### src/rtl/fp_div_unit.sv
// rtl/fp_div_unit.sv - multi-cycle IEEE-754 single-precision divider with valid/ready handshakes
//
// Ports:
//   clk, rst_n            clock (rising edge), asynchronous active-low reset
//   flush                 synchronous abort; the unit returns to idle and drops any result
//   in_valid/in_ready     request handshake carrying a, b (IEEE-754 single) and in_tag
//   out_valid/out_ready   result handshake carrying q = a/b and out_tag
//   flags[4:0]            {NV, DZ, OF, UF, NX}, present only when FP_DIV_FLAGS_EN is defined
//
// Optional feature macro: FP_DIV_FLAGS_EN (adds the flags output).
// Subnormal inputs are treated as zero and subnormal results are flushed to zero.

module fp_div_unit #(
    parameter int BITS_PER_CYCLE = 1,
    parameter int TAG_W          = 5
) (
    input  logic             clk,
    input  logic             rst_n,
    input  logic             flush,
    input  logic             in_valid,
    output logic             in_ready,
    input  logic [31:0]      a,
    input  logic [31:0]      b,
    input  logic [TAG_W-1:0] in_tag,
    output logic             out_valid,
    input  logic             out_ready,
    output logic [31:0]      q,
`ifdef FP_DIV_FLAGS_EN
    output logic [4:0]       flags,
`endif
    output logic [TAG_W-1:0] out_tag
);

    // 24 mantissa bits plus guard and round bits
    localparam int N_ITER = (26 + BITS_PER_CYCLE - 1) / BITS_PER_CYCLE;

    localparam logic [1:0] S_IDLE  = 2'd0;
    localparam logic [1:0] S_DIV   = 2'd1;
    localparam logic [1:0] S_ROUND = 2'd2;
    localparam logic [1:0] S_DONE  = 2'd3;

    logic [1:0]        state;
    logic              sign_r;
    logic signed [9:0] exp_r;
    logic [23:0]       div_r;
    logic [25:0]       rem_r;
    logic [25:0]       quo_r;
    logic [4:0]        cnt_r;

    assign in_ready = (state == S_IDLE);

    // Operand classification and special-case results
    logic [7:0]  ea, eb;
    logic        a_zero, b_zero, a_inf, b_inf, a_nan, b_nan;
    logic        sign_in, sp_hit;
    logic [31:0] sp_q;
    logic [4:0]  sp_flags;

    always_comb begin
        ea       = a[30:23];
        eb       = b[30:23];
        a_zero   = (ea == 8'h00);
        b_zero   = (eb == 8'h00);
        a_inf    = (ea == 8'hFF) && (a[22:0] == 23'd0);
        b_inf    = (eb == 8'hFF) && (b[22:0] == 23'd0);
        a_nan    = (ea == 8'hFF) && (a[22:0] != 23'd0);
        b_nan    = (eb == 8'hFF) && (b[22:0] != 23'd0);
        sign_in  = a[31] ^ b[31];
        sp_hit   = 1'b1;
        sp_q     = 32'd0;
        sp_flags = 5'd0;
        if (a_nan || b_nan || (a_zero && b_zero) || (a_inf && b_inf)) begin
            sp_q     = 32'h7FC0_0000;
            sp_flags = 5'b10000;
        end else if (a_inf) begin
            sp_q = {sign_in, 8'hFF, 23'd0};
        end else if (b_zero) begin
            sp_q     = {sign_in, 8'hFF, 23'd0};
            sp_flags = 5'b01000;
        end else if (b_inf || a_zero) begin
            sp_q = {sign_in, 31'd0};
        end else begin
            sp_hit = 1'b0;
        end
    end

    // Restoring division step(s); remainder stays below twice the divisor
    logic [25:0] rem_n, quo_n;

    always_comb begin
        rem_n = rem_r;
        quo_n = quo_r;
        for (int i = 0; i < BITS_PER_CYCLE; i++) begin
            if (rem_n >= {2'b00, div_r}) begin
                rem_n = rem_n - {2'b00, div_r};
                quo_n = {quo_n[24:0], 1'b1};
            end else begin
                quo_n = {quo_n[24:0], 1'b0};
            end
            rem_n = {rem_n[24:0], 1'b0};
        end
    end

    // Normalise, round to nearest even, range check
    logic [23:0]       mant;
    logic              guard, sticky, round_up;
    logic signed [9:0] e_norm, e_fin;
    logic [24:0]       mant_rnd;
    logic [22:0]       mant_fin;
    logic [31:0]       rnd_q;
    logic [4:0]        rnd_flags;

    always_comb begin
        if (quo_r[25]) begin
            mant   = quo_r[25:2];
            guard  = quo_r[1];
            sticky = quo_r[0] | (rem_r != 26'd0);
            e_norm = exp_r;
        end else begin
            mant   = quo_r[24:1];
            guard  = quo_r[0];
            sticky = (rem_r != 26'd0);
            e_norm = exp_r - 10'sd1;
        end
        round_up = guard & (sticky | mant[0]);
        mant_rnd = {1'b0, mant} + {24'd0, round_up};
        // A carry out of the mantissa leaves 1.000..0, so only the exponent moves
        if (mant_rnd[24]) begin
            mant_fin = mant_rnd[23:1];
            e_fin    = e_norm + 10'sd1;
        end else begin
            mant_fin = mant_rnd[22:0];
            e_fin    = e_norm;
        end
        rnd_flags = {4'b0000, guard | sticky};
        if (e_fin >= 10'sd255) begin
            rnd_q     = {sign_r, 8'hFF, 23'd0};
            rnd_flags = 5'b00101;
        end else if (e_fin <= 10'sd0) begin
            rnd_q     = {sign_r, 31'd0};
            rnd_flags = 5'b00011;
        end else begin
            rnd_q = {sign_r, e_fin[7:0], mant_fin};
        end
    end

    always_ff @(posedge clk or negedge rst_n) begin
        if (!rst_n) begin
            state     <= S_IDLE;
            out_valid <= 1'b0;
            q         <= 32'd0;
            out_tag   <= '0;
            sign_r    <= 1'b0;
            exp_r     <= 10'sd0;
            div_r     <= 24'd0;
            rem_r     <= 26'd0;
            quo_r     <= 26'd0;
            cnt_r     <= 5'd0;
`ifdef FP_DIV_FLAGS_EN
            flags     <= 5'd0;
`endif
        end else if (flush) begin
            state     <= S_IDLE;
            out_valid <= 1'b0;
`ifdef FP_DIV_FLAGS_EN
            flags     <= 5'd0;
`endif
        end else begin
            case (state)
                S_IDLE: begin
                    if (in_valid) begin
                        out_tag <= in_tag;
                        sign_r  <= sign_in;
                        if (sp_hit) begin
                            q         <= sp_q;
                            out_valid <= 1'b1;
                            state     <= S_DONE;
`ifdef FP_DIV_FLAGS_EN
                            flags     <= sp_flags;
`endif
                        end else begin
                            exp_r <= $signed({2'b00, ea}) - $signed({2'b00, eb}) + 10'sd127;
                            div_r <= {1'b1, b[22:0]};
                            rem_r <= {3'b001, a[22:0]};
                            quo_r <= 26'd0;
                            cnt_r <= 5'd0;
                            state <= S_DIV;
                        end
                    end
                end
                S_DIV: begin
                    rem_r <= rem_n;
                    quo_r <= quo_n;
                    cnt_r <= cnt_r + 5'd1;
                    if (cnt_r == 5'(N_ITER - 1)) begin
                        state <= S_ROUND;
                    end
                end
                S_ROUND: begin
                    q         <= rnd_q;
                    out_valid <= 1'b1;
                    state     <= S_DONE;
`ifdef FP_DIV_FLAGS_EN
                    flags     <= rnd_flags;
`endif
                end
                default: begin
                    if (out_ready) begin
                        out_valid <= 1'b0;
                        state     <= S_IDLE;
                    end
                end
            endcase
        end
    end

`ifndef FP_DIV_FLAGS_EN
    // Flag terms are only consumed when the flags port exists
    logic unused_flags;
    assign unused_flags = ^{sp_flags, rnd_flags};
`endif

endmodule

### config.mk
export PLATFORM = sky130hd
export DESIGN_NAME = fp_div_unit
export DESIGN_NICKNAME = d
export VERILOG_FILES = /design/src/rtl/fp_div_unit.sv
export SDC_FILE = /design/constraint.sdc
export NUM_CORES = 1
export LEC_CHECK = 0
export ABC_CLOCK_PERIOD_IN_PS = 6100
export CORE_MARGIN = 2
export CORE_UTILIZATION = 57
export DETAILED_ROUTE_END_ITERATION = 10
export GPL_TIMING_DRIVEN = 0
export PLACE_DENSITY = 0.85
export REMOVE_ABC_BUFFERS = 1
export SLEW_MARGIN = 20
export SYNTH_ARGS = -nofsm -noshare
export SYNTH_HDL_FRONTEND = slang
export SYNTH_SLANG_ARGS = --single-unit
export TNS_END_PERCENT = 100
### constraint.sdc
create_clock -name clk -period 6.1 [get_ports clk]
set_clock_uncertainty 0.15 [all_clocks]
set_input_delay 0.61 -clock clk [delete_from_list [all_inputs] [get_ports clk]]
set_output_delay 0.61 -clock clk [all_outputs]
set_load 0.02 [all_outputs]
==> metrics.log <==
INFO  metric report.final.hold_viol_count = 0
INFO  metric syn_inst_count = 1106
INFO  metric timing.final.crit_period = 4.98 ns
INFO  metric die_height = 133 um
INFO  metric yosysTopAreaCellShare = 34.9%
INFO  metric unrepaired_setup_endpoints_after_global_routing = no
INFO  metric place_inst = 1375
INFO  metric global_route.overflow_total = 0
INFO  metric buffers_from_clock_root_to_sink_at_most = 2
INFO  metric post_cts_resized = 0
INFO  metric timing.final.crit_share = 81.6%
INFO  metric first_pass_grt_wire_length = 38900 um
INFO  metric cts.sink_count = 132
INFO  metric dr_drc_count = 0
INFO  metric gp_congestion = 0.940
INFO  metric first_iter_violations = 741
INFO  metric yosys_warnings = 0
INFO  metric worst-slew-pin-transition = 0.897 ns
INFO  metric synth_area_leaders = sky130_fd_sc_hd__dfrtp_1 (35%), sky130_fd_sc_hd__nand2_1 (6.3%), sky130_fd_sc_hd__ha_1 (5.6%), sky130_fd_sc_hd__xnor2_1 (4.4%), sky130_fd_sc_hd__mux2_2 (4.4%)
INFO  metric timing.fmax = 201 MHz
INFO  metric worstHoldPathType = register to register
INFO  metric seq_area = 0.00330 mm^2
INFO  metric worstSetupPathType = register to register
INFO  metric ioPinCount = 113
INFO  metric postCtsSetupRepairBufs = 0
INFO  metric count_of_flip_flops_with_a_built_in_enable_after_synthesis = 0
INFO  metric leakagePower = 4.90 nW
INFO  metric fill_cells = 1238
INFO  metric insertion_delay = 0.42 ns
INFO  metric path_clk_slew = 0.06 ns
INFO  metric cts_buffers = 17
INFO  metric outcome = finished, final reports clean
INFO  metric wirelength_routed = 23400 um
INFO  metric final_antenna_net_count = 0
INFO  metric crit_fanout = 34
INFO  metric setup_violations = 0
INFO  metric synth.distinct_cells = 77
INFO  metric mostFrequentLayoutCells = sky130_fd_sc_hd__nand2_1 (158), sky130_fd_sc_hd__dfrtp_1 (131), sky130_fd_sc_hd__clkdlybuf4s50_1 (111)
INFO  metric avgSynthCellArea = 8.55 um^2
INFO  metric yosysTopAreaCell = sky130_fd_sc_hd__dfrtp_1
INFO  metric antenna_found_initial = 0
INFO  metric placement.setup.worst_slack = 1.16 ns
INFO  metric crit_path_start_kind = register
INFO  metric syn_to_final_growth = 20.4%
INFO  metric drive_gt1_share = 8.76%
INFO  metric die_width = 133 um
INFO  metric coreArea = 0.0164 mm^2
INFO  metric avgViaCountPerCell = 6.12
INFO  metric ys_ff_latch = 132
INFO  metric floorplan.initialDensity = 57.6%
INFO  metric peakVddDrop = 0.287 mV
INFO  metric worst_ep_required_time = 6.26 ns
INFO  metric share_of_flip_flops_with_an_asynchronous_set_or_reset_after_synthesis = 100%
INFO  metric firstDrtPassIters = 7
INFO  metric synth_seq_area_share = 34.9%
INFO  metric hpwlAfterDp = 16300 um
INFO  metric multi_input_area = 0.00569 mm^2
INFO  metric vias = 8610
INFO  metric tritoncts = built
INFO  metric routed_length_per_instance = 16.6 um
INFO  metric post_layout_nets = 1293
INFO  metric insertedDiodeCount = 0
INFO  metric vias_in_the_first_global_route = 8010
INFO  metric cts.root.buffer_cell = sky130_fd_sc_hd__clkbuf_16
INFO  metric synthesis.area = 0.00946 mm^2
INFO  metric final_common_cell = sky130_fd_sc_hd__nand2_1
INFO  metric site_row_count = 47
INFO  metric port_buffers = 112
INFO  metric synth-main-ff-cell = sky130_fd_sc_hd__dfrtp_1
INFO  metric grt_max_degree = 88
INFO  metric die_area = 0.0176 mm^2
INFO  metric final_cell_count_no_fill = 1407
INFO  metric grt_total_usage = 26.9%
INFO  metric arrival = 5.14 ns
INFO  metric postLayoutSetupSlackWorst = 1.12 ns
INFO  metric end_kind = register
INFO  metric worst_slew_margin_rel = 39.7%
INFO  metric total_power_divided_by_cell_area = 477 mW/mm^2
INFO  metric max_slew_violation_count = 0
INFO  metric cts.htree.levels = 4
INFO  metric max-cap-violations = 0
## kinds of logic (layout without fill, tap and decap cells)
kind of cell | Yosys count | after routing | share of synthesized area [%]
AO/OA/AOI/OAI | 253 | 253 | 18.5
AND/OR/NAND/NOR | 413 | 413 | 21.2
adder cells (fa/ha/maj) | 44 | 44 | 5.98
multiplexers | 57 | 57 | 6.54
flip-flops | 132 | 132 | 34.9
buffers and inverters | 127 | 208 | 5.40
XOR/XNOR | 80 | 80 | 7.41
## routing by layer
layer	up-vias	global-route usage (%)	share of wire, %
li1	4134	-	-
met1	4115	35.2	44
met2	306	45.6	49
met3	55	3.98	4.8
met4	0	9.32	2.4
met5	-	0	0
## cell type report
type                            instances  area share (%)
Clock buffer                           18            3.86
Clock inverter                         13            1.82
Inverter                               60            1.98
Multi-Input combinational cell        847            50.0
Sequential cell                       132            29.0
Tap cell                              220            2.42
Timing Repair Buffer                  117            10.9
## worst max-delay path, cell delays in order (launching register included)
cell and delay [ns]:
sky130_fd_sc_hd__dfrtp_2 0.67, sky130_fd_sc_hd__buf_12 0.27, sky130_fd_sc_hd__mux2i_1 0.09, sky130_fd_sc_hd__nor2_1 0.10, sky130_fd_sc_hd__ha_1 0.18, sky130_fd_sc_hd__nand2_1 0.12
sky130_fd_sc_hd__or4b_1 0.68, sky130_fd_sc_hd__or4_1 0.88, sky130_fd_sc_hd__or4_4 0.64, sky130_fd_sc_hd__a22oi_1 0.23, sky130_fd_sc_hd__o211ai_1 0.15, sky130_fd_sc_hd__and2_4 0.19
sky130_fd_sc_hd__nor2b_4 0.20, sky130_fd_sc_hd__a32o_1 0.30
## flip-flops by register name, indices dropped and copies added (netlist names)
name / count
out_tag: 5
state: 2
q: 32
out_valid: 1
quo_r: 26
exp_r: 10
cnt_r: 5
div_r: 24
rem_r: 26
sign_r: 1
## worst paths after layout
check	startpoint	to	slack (ns)	cells after the start
max in group asynchronous	rst_n	out_tag[3]$_DFFE_PN0P_	4.52	3
min in group asynchronous	rst_n	q[25]$_DFFE_PN0P_	0.52	2
min	div_r[23]$_DFFE_PN0P_	div_r[23]$_DFFE_PN0P_	0.30	2
max	quo_r[25]$_DFFE_PN0P_	q[7]$_DFFE_PN0P_	1.12	13
min reg2reg	div_r[23]$_DFFE_PN0P_	div_r[23]$_DFFE_PN0P_	0.30	2
max reg2reg	quo_r[25]$_DFFE_PN0P_	q[7]$_DFFE_PN0P_	1.12	13
## repair_timing
item / 4_1_cts / 5_1_grt
hold buffers: 1 / 0
endpoints found under the setup margin: 0 / 0
hold endpoints to repair: 45 / 0
## metrics by stage
step,util [%],hold slack [ns],total power [W],instance area (um^2),TNS [ns]
global route,69.4,0.319,0.00578,11400,0
floorplan,-,0.164,0.00344,9170,0
finish,69.4,0.297,0.00543,11400,0
detailed placement,65.3,0.289,0.00418,10700,0
CTS,69.3,0.303,0.00537,11400,0
global placement,64.4,0.283,0.00409,10600,-118.39
## cells in the mapped netlist, types with 7 or more instances
| library cell | number |
|---|---|
| sky130_fd_sc_hd__nor3_1 | 26 |
| sky130_fd_sc_hd__o21a_1 | 7 |
| sky130_fd_sc_hd__o211a_1 | 7 |
| sky130_fd_sc_hd__nand2_1 | 159 |
| sky130_fd_sc_hd__clkbuf_1 | 49 |
| sky130_fd_sc_hd__a21o_1 | 13 |
| sky130_fd_sc_hd__a211oi_1 | 15 |
| sky130_fd_sc_hd__a32o_1 | 10 |
| sky130_fd_sc_hd__o21ai_0 | 77 |
| sky130_fd_sc_hd__xor2_1 | 32 |
| sky130_fd_sc_hd__o31ai_1 | 14 |
| sky130_fd_sc_hd__mux2_2 | 37 |
| sky130_fd_sc_hd__a22o_1 | 11 |
| sky130_fd_sc_hd__nand2b_1 | 8 |
| sky130_fd_sc_hd__nand3_1 | 57 |
| sky130_fd_sc_hd__nor2_1 | 58 |
| sky130_fd_sc_hd__nor4_1 | 27 |
| sky130_fd_sc_hd__dfrtp_1 | 132 |
| sky130_fd_sc_hd__nand4_1 | 19 |
| sky130_fd_sc_hd__inv_1 | 59 |
| sky130_fd_sc_hd__a21oi_1 | 35 |
| sky130_fd_sc_hd__a221o_1 | 8 |
| sky130_fd_sc_hd__xnor2_1 | 48 |
| sky130_fd_sc_hd__ha_1 | 42 |
| sky130_fd_sc_hd__buf_2 | 7 |
| sky130_fd_sc_hd__and3_1 | 8 |
| sky130_fd_sc_hd__mux2i_1 | 19 |
| sky130_fd_sc_hd__or3_1 | 11 |
## power breakdown
| group | leakage [nW] | total [W] | switching, W | internal (W) |
|---|---|---|---|---|
| sequential | 1.71 | 0.00139 | 0.000265 | 0.00112 |
| combinational | 2.88 | 0.00292 | 0.00172 | 0.00120 |
| clock | 0.304 | 0.00113 | 0.000394 | 0.000732 |
No activity file was read; power rests on OpenSTA's default activity.
==> RTL edit 1: new RTL, same settings <==
Reset style: synchronous (`rst_n`), changed in one clocked block. Comments in the files are not updated.
--- a/src/rtl/fp_div_unit.sv
+++ b/src/rtl/fp_div_unit.sv
@@ -145,5 +145,5 @@
     end
 
-    always_ff @(posedge clk or negedge rst_n) begin
+    always_ff @(posedge clk) begin
         if (!rst_n) begin
             state     <= S_IDLE;
Formal check against the unedited RTL: not equivalent (a bounded check fails within 4 cycles, from zero or initial values and one cycle with rst_n low; the reset may be asserted at any time).
==> RTL edit 1 against the original RTL <==
Wire length is 11% higher. Final cell count is 7.8% higher. Sequential share of layout area fell by 5.3 points. Worst hold slack gained 0.0061 ns. Sequential cell count stayed put. Worst setup slack improved by 0.39 ns. Count of clock-buffer cells in the layout is 4 higher. Core utilization up 0.41 points. Area after synthesis decreased by 0.50%. Design area decreased by 1.9%.
Power is not compared: it rests on default switching activity, and its combinational part moved more than twofold at a synthesized area within 25%.
==> RTL edit 1: results (changes against the original RTL) <==
----------------------------------------------------
[Status]
  Status ... complete, no violations

[Critical path]
  Capture point of the worst reg-to-reg path ... q[24]$_SDFFE_PN0P_
  Crit path to ... q[24]$_SDFFE_PN0P_
  Data arrival time of the critical path ... 4.75 ns (-0.39 ns)
  Critical Path Fanout Max ... 73 (+110%)
  Crit path buf inv count ... 0 (-1)
  Worst setup path startpoint ... quo_r[25]$_SDFFE_PN0P_
  Flop-to-flop setup slack ... 1.50 ns (+0.39 ns)
  Biggest cell delay along the critical path ... 0.86 ns (-0.02 ns)
  Worst reg-to-reg path cell count ... 11 (-2)

[Power and ir drop]
  Clock group share of total power ... 39.8%
  Power after layout ... 2.83 mW
  Switching Share ... 30.7%

[Placement]
  Global placement routability congestion ... 0.961 (+2.3%)
  Worst setup timing slack at the placement stage ... 1.66 ns (+0.496 ns)
  Inst Count DP ... 1485 (+8.0%)
  DP Wirelength ... 18500 um (+13%)
  Placed standard-cell area ... 10500 um2 (-1.8%)
  Port Buffers ... 112 (unchanged)

[Clocking]
  Gates resized, CTS repair ... 0 (unchanged)

[Yosys]
  Distinct cell type count of the synthesized netlist ... 88 (+14%)
  Main area contributors after synthesis ... dfxtp_1 28%, a21oi_1 6.3%, nand2_1 6.2%
  Most instantiated flip-flop cell in the synthesis netlist ... dfxtp_1
  Top cells by instance count after synthesis ... 156 x nand2_1, 132 x dfxtp_1, 119 x a21oi_1, 72 x nor2_1, 68 x inv_1
  Avg Cell Area, Syn ... 7.59 um2 (-11%)
  Part of the Yosys area used for sequential elements ... 28.1% (-6.8 points)
  Share of flip-flops with an asynchronous set or reset ... 0% (-100 points)

[Hold path]
  End of the worst hold path ... out_tag[1]$_SDFFE_PN0P_
  Hold wc startpoint ... out_tag[1]$_SDFFE_PN0P_

[Timing]
  Final Critical Period ... 4.60 ns (-0.385 ns)
  Worst slew slack as a fraction of its limit ... 30.7% (-9.0 points)
  Fin Hold WS ... 0.304 ns (+0.00608 ns)

[Layout]
  Share of layout cells above drive strength 1 ... 5.61% (-3.2 points)
  Final net count ... 1406 (+8.7%)

[GRT]
  Vias in the first global route ... 8693 (+8.5%)
  Total Routing Usage GR ... 28.6% (+1.8 points)
  Wire length of the first global-routing pass ... 41800 um (+7.3%)
  Pin count of the biggest net entering global routing ... 99 (+13%)

[Drt]
  DR iter-0 viols ... 1016 (+37%)
  Via total after detailed routing ... 9764 (+13%)
  Routed WL per cell ... 17.1 um (+3.0%)
  Drt total wl ... 26000 um (+11%)
  Drt pass-1 iters ... 8 (+1)

----------------------------------------------------
[RTL edit 1: per-layer routing]
metal | GRT usage (%) | wire [um] | share of wire, % | up-vias
li1 | - | - | - | 4652
met1 | 38.1 | 11300 | 43 | 4566
met2 | 45.3 | 11800 | 45 | 453
met3 | 6.36 | 2170 | 8.3 | 93
met4 | 11.2 | 805 | 3.1 | 0
met5 | 0 | 0 | 0 | -
[RTL edit 1: cell families after synthesis]
kind of cell             synth area share (%)
AND/OR/NAND/NOR                          23.9
AO/OA/AOI/OAI                            26.9
buffers and inverters                    6.50
flip-flops                               28.1
XOR/XNOR                                 5.21
adder cells (fa/ha/maj)                  6.01
multiplexers                             3.30
[RTL edit 1: cell type report]
| class | instances | area, um2 |
|---|---|---|
| repair buffers | 114 | 1160 |
| multi-input cells | 954 | 6180 |
| clock buffers | 22 | 464 |
| well taps | 216 | 270 |
| flip-flops and latches | 132 | 2650 |
| fillers | 1325 | 4830 |
| clock inverters | 10 | 178 |
| inverters | 69 | 264 |
==> RTL edit 2: new RTL, config.mk and constraints unchanged <==
Made on the original files. `TAG_W`: 5 -> 10.
--- a/src/rtl/fp_div_unit.sv
+++ b/src/rtl/fp_div_unit.sv
@@ -13,5 +13,5 @@
 module fp_div_unit #(
     parameter int BITS_PER_CYCLE = 1,
-    parameter int TAG_W          = 5
+    parameter int TAG_W          = 10
 ) (
     input  logic             clk,
Interface: changed (resized in_tag and out_tag); port bits go from 113 to 123. The function was not compared with the original's and may differ.
==> RTL edit 2 against the original RTL <==
Wire length rose by 4.2%. First-iteration DRC count rose by 16%. Area after synthesis grew 3.6%. Design area increased by 3.3%. Critical path type unchanged. Critical endpoint unchanged. Count of clock-buffer cells in the layout fell by 1. Sequential cell count grew 5. Worst setup slack gained 0.51 ns. Total power is 1.4% higher.
==> RTL edit 2: results (changes against the original RTL) <==
----------------------------------------------------
[Yosys]
  Cells after synthesis ... 1126 (+1.8%)
  Main area contributors after synthesis ... dfrtp_1 35%, nand2_1 5.7%, ha_1 5.4%
  Top cells by instance count after synthesis ... 148 x nand2_1, 137 x dfrtp_1, 67 x o21ai_0, 66 x nor2_1, 61 x inv_1
  Part of the Yosys area used for sequential elements ... 35.0% (+0.050 points)
  Distinct cell type count of the synthesized netlist ... 88 (+14%)

[Timing]
  Final worst-path setup slack ... 1.63 ns (+0.506 ns)
  Fin Hold WS ... 0.312 ns (+0.0147 ns)
  Transition time at the pin with the least slew margin ... 0.978 ns (+0.0807 ns)

[Critical path]
  Critical-path cell with the highest stage delay ... dfrtp_2
  Biggest cell delay along the critical path ... 0.55 ns (-0.33 ns)
  Flop-to-flop setup slack ... 1.63 ns (+0.51 ns)
  Data arrival time of the critical path ... 4.69 ns (-0.45 ns)

[Power and ir drop]
  Internal power ... 3.08 mW (+0.94%)
  Max VDD drop ... 0.290 mV (+0.88%)
  Sequential-cell power consumption ... 1.46 mW (+5%)
  Pwr per Cell Area ... 469 nW/um2 (-1.8%)
  Relative contribution of combinational cells to total power ... 55.1% (+1.4 points)
  Static leakage ... 5.04 nW (+2.8%)

[Placement]
  Placed standard-cell area ... 11200 um2 (+4.2%)
  Port Buffers ... 122 (+8.9%)
  DP Wirelength ... 17500 um (+7.1%)
  Global placement routability congestion ... 0.913 (-2.8%)
  Worst setup timing slack at the placement stage ... 1.67 ns (+0.512 ns)
  Inst Count DP ... 1406 (+2.3%)

[Layout]
  Number of fill cells ... 1280 (+3.4%)
  Share of layout cells above drive strength 1 ... 9.11% (+0.34 points)
  Final net count ... 1329 (+2.8%)

[Drt]
  DR iter-0 viols ... 860 (+16%)
  Drt pass-1 iters ... 6 (-1)
  Via total after detailed routing ... 8834 (+2.6%)
  Via density ... 6.14 (+0.32%)
  Drt total wl ... 24400 um (+4.2%)

[GRT]
  Vias in the first global route ... 8325 (+3.9%)
  Pin count of the biggest net entering global routing ... 74 (-16%)
  Total Routing Usage GR ... 27.8% (+0.92 points)
  Wire length of the first global-routing pass ... 40900 um (+5.1%)

[Clocking]
  Postcts setup bufs ... 0 (unchanged)
  Clock transition at path regs ... 0.06 ns (about the same)

[Status]
  Status ... complete, no violations

[Hold path]
  Path type of the worst min-delay path ... flop to flop

----------------------------------------------------
==> RTL edit 2: logic make-up (layout without fill, tap and decap cells) <==
family / count (synthesis) / in the layout / share of synthesized area [%]
xor gates and xnor gates: 79 / 79 / 7.21
and+or+nand+nor: 401 / 401 / 20.5
muxes: 58 / 58 / 6.45
DFF: 137 / 137 / 35.0
adders and majority gates: 44 / 44 / 5.77
AOI/OAI and AO/OA: 277 / 277 / 19.8
buffers and inverters: 130 / 223 / 5.27
==> RTL edit 2: final cells by class <==
cell class                      instances  area, um2  area share [%]
Clock inverter                         15        154            1.31
Multi-Input combinational cell        859       5870            49.9
Clock buffer                           17        425            3.62
Tap cell                              220        275            2.34
Timing Repair Buffer                  129       1370            11.7
Inverter                               62        233            1.98
Sequential cell                       137       3430            29.2
==> RTL edit 2: per-layer routing <==
layer  track usage, %  wire length (um)  up-vias
met2             45.3             11700      331
met1             37.9             10800     4236
met3             4.99              1390       54
li1                 -                 -     4213
met5                0                 0        -
met4             8.68               531        0
